<file path="src/rtl/sense_poll_scheduler.sv">
// sense_poll_scheduler: sequences temperature-sensor reads on the Tempsens board.
//   - Divides clk into a one-cycle serial-rate enable (tick_en); no derived clock.
//   - Arbitrates a periodic poll timer against host one-shot read requests
//     (round-robin when both are pending) and runs one read at a time.
//   - Handles reader completion, tick-based timeout and result delivery.
// Optional build macro: SENSE_OVERRUN_CNT_EN adds the 8-bit overrun_cnt output,
// a saturating count of poll events that collapsed into an already-pending poll.
`timescale 1ns/1ps

module sense_poll_scheduler #(
  parameter int DIV_COUNT     = 135000, // tick_en every DIV_COUNT+1 clocks
  parameter int POLL_TICKS    = 270000, // ticks between periodic polls (>= 2)
  parameter int TIMEOUT_TICKS = 64,     // ticks in WAIT before abort (>= 1)
  parameter int DATA_W        = 16      // sensor sample width
) (
  input  logic              clk,
  input  logic              reset,
  input  logic              enable,
  input  logic              host_req,
  output logic              host_ack,
  output logic              rd_start,
  input  logic              rd_done,
  input  logic [DATA_W-1:0] rd_data,
  output logic              tick_en,
  output logic [DATA_W-1:0] sample_data,
  output logic              sample_valid,
  output logic              sample_src,
  output logic              timeout_err,
  input  logic              err_clr
`ifdef SENSE_OVERRUN_CNT_EN
  ,
  output logic [7:0]        overrun_cnt
`endif
);

  // Counter widths; each counter only ever needs to hold its terminal value.
  localparam int DIV_W  = (DIV_COUNT > 0) ? $clog2(DIV_COUNT + 1) : 1;
  localparam int POLL_W = $clog2(POLL_TICKS);
  localparam int TO_W   = $clog2(TIMEOUT_TICKS + 1);

  localparam logic [DIV_W-1:0]  DIV_LAST  = DIV_W'(DIV_COUNT);
  localparam logic [POLL_W-1:0] POLL_LAST = POLL_W'(POLL_TICKS - 1);
  localparam logic [TO_W-1:0]   TO_LAST   = TO_W'(TIMEOUT_TICKS - 1);

  typedef enum logic [1:0] {
    S_IDLE  = 2'd0,
    S_START = 2'd1,
    S_WAIT  = 2'd2,
    S_DONE  = 2'd3
  } state_t;

  // Source encoding doubles as the sample_src output value.
  typedef enum logic {
    SRC_POLL = 1'b0,
    SRC_HOST = 1'b1
  } src_t;

  state_t             state;
  state_t             state_nxt;
  src_t               last_grant;
  src_t               grant_nxt;
  logic [DIV_W-1:0]   div_cnt;
  logic [POLL_W-1:0]  poll_cnt;
  logic [TO_W-1:0]    to_cnt;
  logic               poll_pending;
  logic               poll_event;
  logic               host_active;
  logic               host_pending;
  logic               to_fire;
  logic               txn_end;
  logic               poll_clear;

  // ---------------------------------------------------------------------------
  // Serial-rate enable: free-running divider, independent of enable.
  // ---------------------------------------------------------------------------
  assign tick_en = (div_cnt == DIV_LAST);

  // Divider counts 0..DIV_COUNT and wraps on the tick cycle.
  // NOTE: sequential state uses non-blocking assignments so every flop samples pre-edge values.
  always_ff @(posedge clk or posedge reset) begin
    if (reset)        div_cnt <= '0;
    else if (tick_en) div_cnt <= '0;
    else              div_cnt <= div_cnt + DIV_W'(1);
  end

  // ---------------------------------------------------------------------------
  // Periodic poll timer and pending bit.
  // ---------------------------------------------------------------------------
  // A poll event is the tick on which the timer sits at its last value.
  assign poll_event = enable & tick_en & (poll_cnt == POLL_LAST);

  // Poll timer advances on tick_en while enabled, held at zero otherwise.
  always_ff @(posedge clk or posedge reset) begin
    if (reset)        poll_cnt <= '0;
    else if (!enable) poll_cnt <= '0;
    else if (tick_en) poll_cnt <= (poll_cnt == POLL_LAST) ? '0 : poll_cnt + POLL_W'(1);
  end

  // A transaction ends either in DONE or on the timeout-abort cycle in WAIT.
  assign txn_end    = (state == S_DONE) | to_fire;
  assign poll_clear = txn_end & (last_grant == SRC_POLL);

  // Pending poll: set by a poll event (set beats clear), cleared when the poll
  // transaction ends or when the scheduler is disabled. A poll event arriving
  // while the bit is already set simply collapses into it.
  always_ff @(posedge clk or posedge reset) begin
    if (reset)           poll_pending <= 1'b0;
    else if (!enable)    poll_pending <= 1'b0;
    else if (poll_event) poll_pending <= 1'b1;
    else if (poll_clear) poll_pending <= 1'b0;
  end

  // ---------------------------------------------------------------------------
  // Host request: level input, pending only while enabled and not being served.
  // ---------------------------------------------------------------------------
  assign host_active  = (state != S_IDLE) & (last_grant == SRC_HOST);
  assign host_pending = host_req & enable & ~host_active;

  // ---------------------------------------------------------------------------
  // Timeout: counts tick_en while waiting; the abort fires on the tick that
  // brings the count to TIMEOUT_TICKS. A coincident rd_done wins.
  // ---------------------------------------------------------------------------
  assign to_fire = (state == S_WAIT) & ~rd_done & tick_en & (to_cnt == TO_LAST);

  // Timeout counter cleared in START, stepped on ticks while waiting.
  always_ff @(posedge clk or posedge reset) begin
    if (reset)                                       to_cnt <= '0;
    else if (state == S_START)                       to_cnt <= '0;
    else if ((state == S_WAIT) && tick_en && !rd_done) to_cnt <= to_cnt + TO_W'(1);
  end

  // Sticky timeout flag; a new timeout beats a same-cycle err_clr.
  always_ff @(posedge clk or posedge reset) begin
    if (reset)        timeout_err <= 1'b0;
    else if (to_fire) timeout_err <= 1'b1;
    else if (err_clr) timeout_err <= 1'b0;
  end

  // Sample register: captured only on rd_done in WAIT, held otherwise.
  always_ff @(posedge clk or posedge reset) begin
    if (reset)                             sample_data <= '0;
    else if ((state == S_WAIT) && rd_done) sample_data <= rd_data;
  end

  // ---------------------------------------------------------------------------
  // Transaction FSM.
  // ---------------------------------------------------------------------------
  // State and grant registers; reset abandons any transaction in flight.
  always_ff @(posedge clk or posedge reset) begin
    if (reset) begin
      state      <= S_IDLE;
      last_grant <= SRC_POLL;
    end else begin
      state      <= state_nxt;
      last_grant <= grant_nxt;
    end
  end

  // Next-state, grant and strobe outputs.
  // NOTE: every output is defaulted first so no path through the case infers a latch.
  always_comb begin
    state_nxt    = state;
    grant_nxt    = last_grant;
    rd_start     = 1'b0;
    sample_valid = 1'b0;
    host_ack     = 1'b0;
    sample_src   = 1'b0;
    case (state)
      S_IDLE: begin
        if (enable && (poll_pending || host_pending)) begin
          state_nxt = S_START;
          if (poll_pending && host_pending)
            grant_nxt = (last_grant == SRC_POLL) ? SRC_HOST : SRC_POLL;
          else
            grant_nxt = host_pending ? SRC_HOST : SRC_POLL;
        end
      end
      S_START: begin
        rd_start  = 1'b1;
        state_nxt = S_WAIT;
      end
      S_WAIT: begin
        if (rd_done) begin
          state_nxt = S_DONE;
        end else if (to_fire) begin
          // Abort: the host still gets its completion handshake, without data.
          state_nxt  = S_IDLE;
          host_ack   = (last_grant == SRC_HOST);
          sample_src = last_grant;
        end
      end
      S_DONE: begin
        sample_valid = 1'b1;
        sample_src   = last_grant;
        host_ack     = (last_grant == SRC_HOST);
        state_nxt    = S_IDLE;
      end
      default: state_nxt = S_IDLE;
    endcase
  end

`ifdef SENSE_OVERRUN_CNT_EN
  // ---------------------------------------------------------------------------
  // Overrun counter: poll events that collapsed into a pending poll.
  // ---------------------------------------------------------------------------
  logic poll_drop;
  assign poll_drop = poll_event & poll_pending;

  // Saturating count; err_clr restarts it, keeping a same-cycle drop as 1.
  always_ff @(posedge clk or posedge reset) begin
    if (reset)                               overrun_cnt <= 8'd0;
    else if (err_clr)                        overrun_cnt <= poll_drop ? 8'd1 : 8'd0;
    else if (poll_drop && overrun_cnt != 8'hFF) overrun_cnt <= overrun_cnt + 8'd1;
  end
`endif

endmodule

</file>
<file path="config.mk">
export PLATFORM = sky130hd
export DESIGN_NAME = sense_poll_scheduler
export DESIGN_NICKNAME = d
export VERILOG_FILES = /design/src/rtl/sense_poll_scheduler.sv
export SDC_FILE = /design/constraint.sdc
export NUM_CORES = 1
export LEC_CHECK = 0
export CELL_PAD_IN_SITES_DETAIL_PLACEMENT = 1
export CELL_PAD_IN_SITES_GLOBAL_PLACEMENT = 1
export CORE_ASPECT_RATIO = 0.5
export CORE_MARGIN = 1
export CORE_UTILIZATION = 38
export CTS_CLUSTER_SIZE = 25
export DETAILED_ROUTE_END_ITERATION = 12
export GPL_ROUTABILITY_DRIVEN = 0
export PLACE_DENSITY = 0.83
export SYNTH_ARGS = -nofsm -noshare
export SYNTH_HDL_FRONTEND = slang
export SYNTH_SLANG_ARGS = --single-unit
</file>
<file path="constraint.sdc">
create_clock -name clk -period 2.21 [get_ports clk]
set_input_delay 0.442 -clock clk [delete_from_list [all_inputs] [get_ports clk]]
set_output_delay 0.442 -clock clk [all_outputs]
set_load 0.03 [all_outputs]
</file>
==> results of run 1 <==
## worst paths after layout
kind                                   end  cells past startpoint  slack (ns)            from
setup / recovery                 to_cnt[5]                      9       -0.42     div_cnt[14]
hold / removal             sample_data[12]                      2        0.46           reset
setup reg to reg                 to_cnt[5]                      9       -0.42     div_cnt[14]
hold reg to reg             sample_data[7]                      1        0.50  sample_data[7]
max in group asynchronous     poll_cnt[18]                      3        1.23           reset
min in group clk            sample_data[7]                      1        0.50  sample_data[7]
## synthesized netlist by cell type, types with 5 or more instances
| master | instances |
|---|---|
| clkbuf_1 | 8 |
| dfrtp_1 | 65 |
| o21ai_0 | 17 |
| and2_1 | 5 |
| or4_1 | 10 |
| a21oi_1 | 25 |
| nand2_1 | 28 |
| nand2b_1 | 5 |
| nand4_1 | 10 |
| nor2_1 | 20 |
| nor3_1 | 6 |
| or3_1 | 6 |
| mux2_2 | 17 |
| xnor2_1 | 5 |
| nand3_1 | 17 |
| xor2_1 | 11 |
| inv_1 | 10 |
## per-layer routing
layer,routed length [um],GRT usage,vias to the layer above
li1,-,-,1367
met1,5590,0.326,1686
met4,909,0.190,2
met3,1190,0.0723,100
met2,7210,0.524,237
met5,9,0,-
## flip-flops by register name, summed over array words and instances (netlist names)
signal / flops
timeout_err: 1
state: 2
last_grant: 1
poll_pending: 1
div_cnt: 18
to_cnt: 7
sample_data: 16
poll_cnt: 19
## cells by family after synthesis
group	count (synthesis)	synth area share
AO/OA/AOI/OAI	59	0.106
XOR/XNOR	16	0.0435
adder cells (fa/ha/maj)	4	0.0155
buffers and inverters	22	0.0268
flip-flops	65	0.505
multiplexers	18	0.0626
AND/OR/NAND/NOR	137	0.240
## area by class of cell
type,count,share of cell area
flip-flops and latches,65,0.323
multi-input cells,234,0.379
repair buffers,97,0.197
inverters,12,0.00993
clock inverters,6,0.0184
clock buffers,9,0.0447
well taps,112,0.0278
## worst max-delay path, delay by kind of cell, from the launching register on
kind / cells / cell delay [ns]
simple gates: 4 / 1.32
buf+inv: 4 / 0.63
compound gates: 1 / 0.15
flops: 1 / 0.44
## power groups by stage
stage	clock network (mW)	logic, mW	registers (mW)
floorplan	0	0.348	1.77
global placement	0	1.10	1.46
detailed placement	0	1.14	1.48
CTS	1.56	1.16	1.47
global route	1.63	1.24	1.50
finish	1.58	1.20	1.48
## metrics by stage
stage               area (um2)   util  std cells  hold WS (ns)
floorplan                 3240      -        321         0.438
global placement          4010  0.495        495         0.458
detailed placement        4010  0.495        495         0.470
finish                    5040  0.621        535         0.459
CTS                       4650  0.572        525         0.471
global route              5040  0.621        535         0.495
## what timing repair did
item	in CTS	in global routing
buffers inserted	13	13
cloned	2	1
setup endpoints to repair	14	35
pin swaps	27	17
resized for setup	44	63
==> results.json, run 1 <==
{
  "grt_antenna_before_repair": 1,
  "max_cap_violations": 0,
  "p_int_mw": 2.87,
  "clock_sinks": 65,
  "cpMaxStageDelayCell": "or4_4",
  "power.leakage_nw": 2.02,
  "wl_per_cell_um": 27.9,
  "cpMostUsedCell": "buf_4",
  "htreeDepth": 3,
  "first_global_vias": 3374,
  "seq_area_frac_synth": 0.505,
  "start_util": 0.397,
  "layout_commonest_cell": "dfrtp_1",
  "multiInputGateArea_mm2": 0.00191,
  "io_pins": 44,
  "hp-class": "input pin to async pin",
  "core_area_mm2": 0.00812,
  "netlist_instances": 321,
  "nets": 445,
  "synth_ff_type": "dfrtp_1",
  "layout_common_cells": "65 x dfrtp_1, 38 x clkdlybuf4s50_1, 37 x buf_4, 25 x nand2_1, 19 x nor2_1",
  "ys_warn_count": 0,
  "fillers": 822,
  "swShare": 0.327,
  "p_clk_frac": 0.370,
  "violations": "setup timing",
  "syn_to_final_growth_pct": 56.5,
  "hold_viol_final": 0,
  "drtPass1Iterations": 5,
  "antenna_left": 0,
  "seq_power_share": 0.348,
  "finalCritPeriodShare": 1.19,
  "setup_ws_ns": -0.416,
  "worstMarginPinSlew_ns": 0.530,
  "synth_area_mm2": 0.00322,
  "cts_root_buffer": "clkbuf_16",
  "drt_iter0_markers": 312,
  "setup_tns_ns": -5.85,
  "yosys.area.top_type": "dfrtp_1",
  "async_flop_share": 1.00,
  "post-route-min-period_ns": 2.63,
  "synth_seq_cells": 65,
  "slowest_delay_ns": 0.58,
  "synth_top_area_share": 0.505,
  "vdd_drop_max_v": 0.000614,
  "clk_path_buf_depth": 2,
  "regArea_mm2": 0.00163,
  "slew_headroom": 0.645,
  "vias_per_cell": 6.34,
  "fmax_mhz": 381,
  "cp.arrival_ns": 2.89,
  "slew_viol_final": 0,
  "grt_use_total": 0.295,
  "antenna_cells": 0,
  "grt_start_max_net_pins": 26,
  "cts_inserted_buffers": 9,
  "grt_overflow": 0,
  "insertion_delay_ns": 0.35,
  "drive_gt1_frac": 0.362,
  "crit_chain": "or4_4 -> nor4_4 -> buf_4 -> buf_4 -> buf_4 -> nand4b_1 -> buf_4 -> or3_4 -> a21oi_2",
  "cp-end-kind": "flip-flop",
  "cp.required_ns": 2.47,
  "clk_pin_slew_ns": 0.07,
  "finalSetupViolations": 33,
  "die_y_um": 67.1,
  "start_kind": "flip-flop",
  "dp_hpwl_mm": 6.70,
  "synth_cell_types": 47,
  "syn-num-nets": 347,
  "crit_type": "flip-flop to flip-flop",
  "ctsHoldBuffers": 0,
  "syn_area_per_cell_um2": 10.0,
  "drc": 0,
  "dieArea_mm2": 0.00887,
  "chipWidth_um": 132,
  "p_comb_frac": 0.282,
  "place_ws_ns": -0.0937,
  "grt_pass1_wl_mm": 19.1,
  "total_power_mw": 4.26,
  "power_density_mw_per_mm2": 846,
  "outcome": "complete, but fails checks",
  "drt-total-wl_mm": 14.9,
  "synth_edf_count": 0,
  "worstPathMaxFanout": 3,
  "rows": 23,
  "p_sw_mw": 1.39,
  "rsz0062_at_grt": "true",
  "synth.area.top_cells": "dfrtp_1 51%, mux2_2 5.9%, a21oi_1 3.9%",
  "vias": 3392,
  "cts_tree": "yes",
  "io_buffers": 43,
  "clock-skew-final_ns": 0.0135
}
No activity file was read; power rests on OpenSTA's default activity.
==> run 2: changes to the inputs <==
CAP_MARGIN = 25   (was unset)
SLEW_MARGIN = 10   (was unset)
==> results of run 2 <==
Final layout, timing and power as in run 1 (identical DEF).
==> run 3: changes to the inputs <==
PLACE_DENSITY = 0.84   (was 0.83)
==> run 3 against run 2 <==
- the run still ends with setup timing left
- highest routed layer is now met4
- combinational power barely moved
- die area did not move
- global-route usage rose by 0.41 points
- non-clock buffer count rose by 1
- critical path type is now flip-flop to output port
==> results.json, run 3 (same netlist as run 1, synthesis figures left out) <==
{
  "outcome": "complete, but fails checks",
  "violations": "setup timing",
  "fmax_mhz": 402,
  "grt_antenna_before_repair": 0,
  "worstMarginPinSlew_ns": 0.586,
  "finalCritPeriodShare": 1.13,
  "dp.cells": 498,
  "max_cap_violations": 0,
  "rows": 23,
  "crit_chain": "ha_1 -> inv_1 -> nor3_1 -> buf_4 -> a31oi_4 -> nor2b_4 -> buf_6",
  "layout_commonest_cell": "dfrtp_1",
  "slew_headroom": 0.609,
  "vias": 3325,
  "cts_root_buffer": "clkbuf_16",
  "die_y_um": 67.1,
  "clk_pin_slew_ns": 0.06,
  "layoutNonFillerInstCount": 537,
  "core_area_mm2": 0.00812,
  "layout_common_cells": "64 x dfrtp_1, 44 x buf_4, 38 x clkdlybuf4s50_1, 26 x nand2_1, 19 x nor2_1",
  "nets": 446,
  "hold_viol_final": 0,
  "slew_viol_final": 0,
  "post-route-min-period_ns": 2.49,
  "worstPathMaxFanout": 4,
  "io_pins": 44,
  "grt_use_total": 0.299,
  "start_util": 0.397,
  "start_kind": "flip-flop",
  "dp_hpwl_mm": 7.09,
  "dieArea_mm2": 0.00887,
  "clk_path_buf_depth": 2,
  "place_ws_ns": -0.0544,
  "grt_overflow": 0,
  "antenna_cells": 0,
  "slowest_delay_ns": 0.43,
  "htreeDepth": 3,
  "power.leakage_nw": 2.03,
  "hp-class": "flip-flop to flip-flop",
  "clock_sinks": 65,
  "fin_area_mm2": 0.00490,
  "place_area_mm2": 0.00404,
  "critPathBufInv": 3,
  "clock-skew-final_ns": 0.0108,
  "regMostFlops": "poll_cnt",
  "drc": 0,
  "syn_to_final_growth_pct": 52.3,
  "setup_ws_ns": -0.280,
  "top_regs": "poll_cnt (19), div_cnt (18), sample_data (16)",
  "cpMaxStageDelayCell": "dfrtp_1",
  "cp.required_ns": 1.77,
  "drtPass1Iterations": 4,
  "grt_start_max_net_pins": 25,
  "vdd_drop_max_v": 0.000794,
  "vias_per_cell": 6.19,
  "chipWidth_um": 132,
  "cts_inserted_buffers": 9,
  "grt_pass1_wl_mm": 19.4,
  "fin_util": 0.604,
  "drive_gt1_frac": 0.346,
  "crit_type": "flip-flop to output port",
  "wl_per_cell_um": 26.3,
  "power_density_mw_per_mm2": 848,
  "largest_reg_flops": 19,
  "setup_tns_ns": -2.69,
  "cts_tree": "yes",
  "finalSetupViolations": 21,
  "rsz0062_at_grt": "true",
  "cp-end-kind": "output port",
  "io_buffers": 43,
  "cp.arrival_ns": 2.05,
  "insertion_delay_ns": 0.35,
  "drt_iter0_markers": 244,
  "crit_family": "buffers and inverters",
  "antenna_left": 0,
  "first_global_vias": 3476,
  "drt-total-wl_mm": 14.1
}
-- run 3: changes by cell type in the layout (fill, tap and decap cells not counted), moves of 3 or more --
| cell | before | now |
|---|---|---|
| a21oi_1 | 7 | 13 |
| a21oi_2 | 15 | 11 |
| buf_4 | 37 | 44 |
| buf_6 | 12 | 9 |
| o21ai_2 | 1 | 5 |
| o21ai_4 | 4 | 1 |
-- run 3: worst reg2reg max path: stages, from the launching register on --
cell      delay [ns]
dfrtp_1         0.39
or4_4           0.55
nor4_4          0.16
buf_4           0.20
buf_6           0.11
o211ai_1        0.17
buf_4           0.22
or4_1           0.41
o21ai_1         0.13
-- run 3: path summary, 6_finish.rpt --
check                       startpoint  slack (ns)  cells past startpoint               to
max in group asynchronous        reset        1.13                      3      poll_cnt[5]
max reg2reg                div_cnt[15]       -0.22                      8     poll_cnt[15]
min reg2reg                div_cnt[12]        0.52                      1      div_cnt[12]
min in group asynchronous        reset        0.53                      2  sample_data[13]
max                          to_cnt[1]       -0.28                      7         host_ack
min                        div_cnt[12]        0.52                      1      div_cnt[12]
-- run 3: cell type report --
cell class                 count  area (um2)
clock buffer                  10         229
clock inverter                 6        67.6
fill                         862        3210
inverter                      12        50.0
multi-input combinational    234        1830
sequential                    65        1630
tap                          112         140
timing repair buffer          98         957
-- run 3: repair_timing --
item                       CTS  global route
cloned                       2             0
buffers inserted            13            10
hold endpoints to repair     0             0
setup endpoints to repair   19            35
gates resized for setup     47            42
pin swaps                   27            10
hold buffers                 0             0
-- run 3: per-stage QoR --
stage | hold slack, ns | power [mW]
finish | 0.516 | 4.16
global route | 0.524 | 4.29
detailed placement | 0.470 | 2.63
floorplan | 0.438 | 2.12
global placement | 0.458 | 2.56
CTS | 0.485 | 4.08
-- run 3: power by group --
| group | leakage [nW] | internal, mW | switching [mW] |
|---|---|---|---|
| Sequential | 0.849 | 1.36 | 0.133 |
| Clock | 0.139 | 0.878 | 0.589 |
| Combinational | 1.04 | 0.536 | 0.664 |
-- run 3: per-layer routing --
layer	global-route usage	vias up	part of all wire
li1	-	1367	-
met3	0.0860	74	0.059
met2	0.515	190	0.48
met5	0	-	0
met1	0.342	1694	0.41
met4	0.170	0	0.051
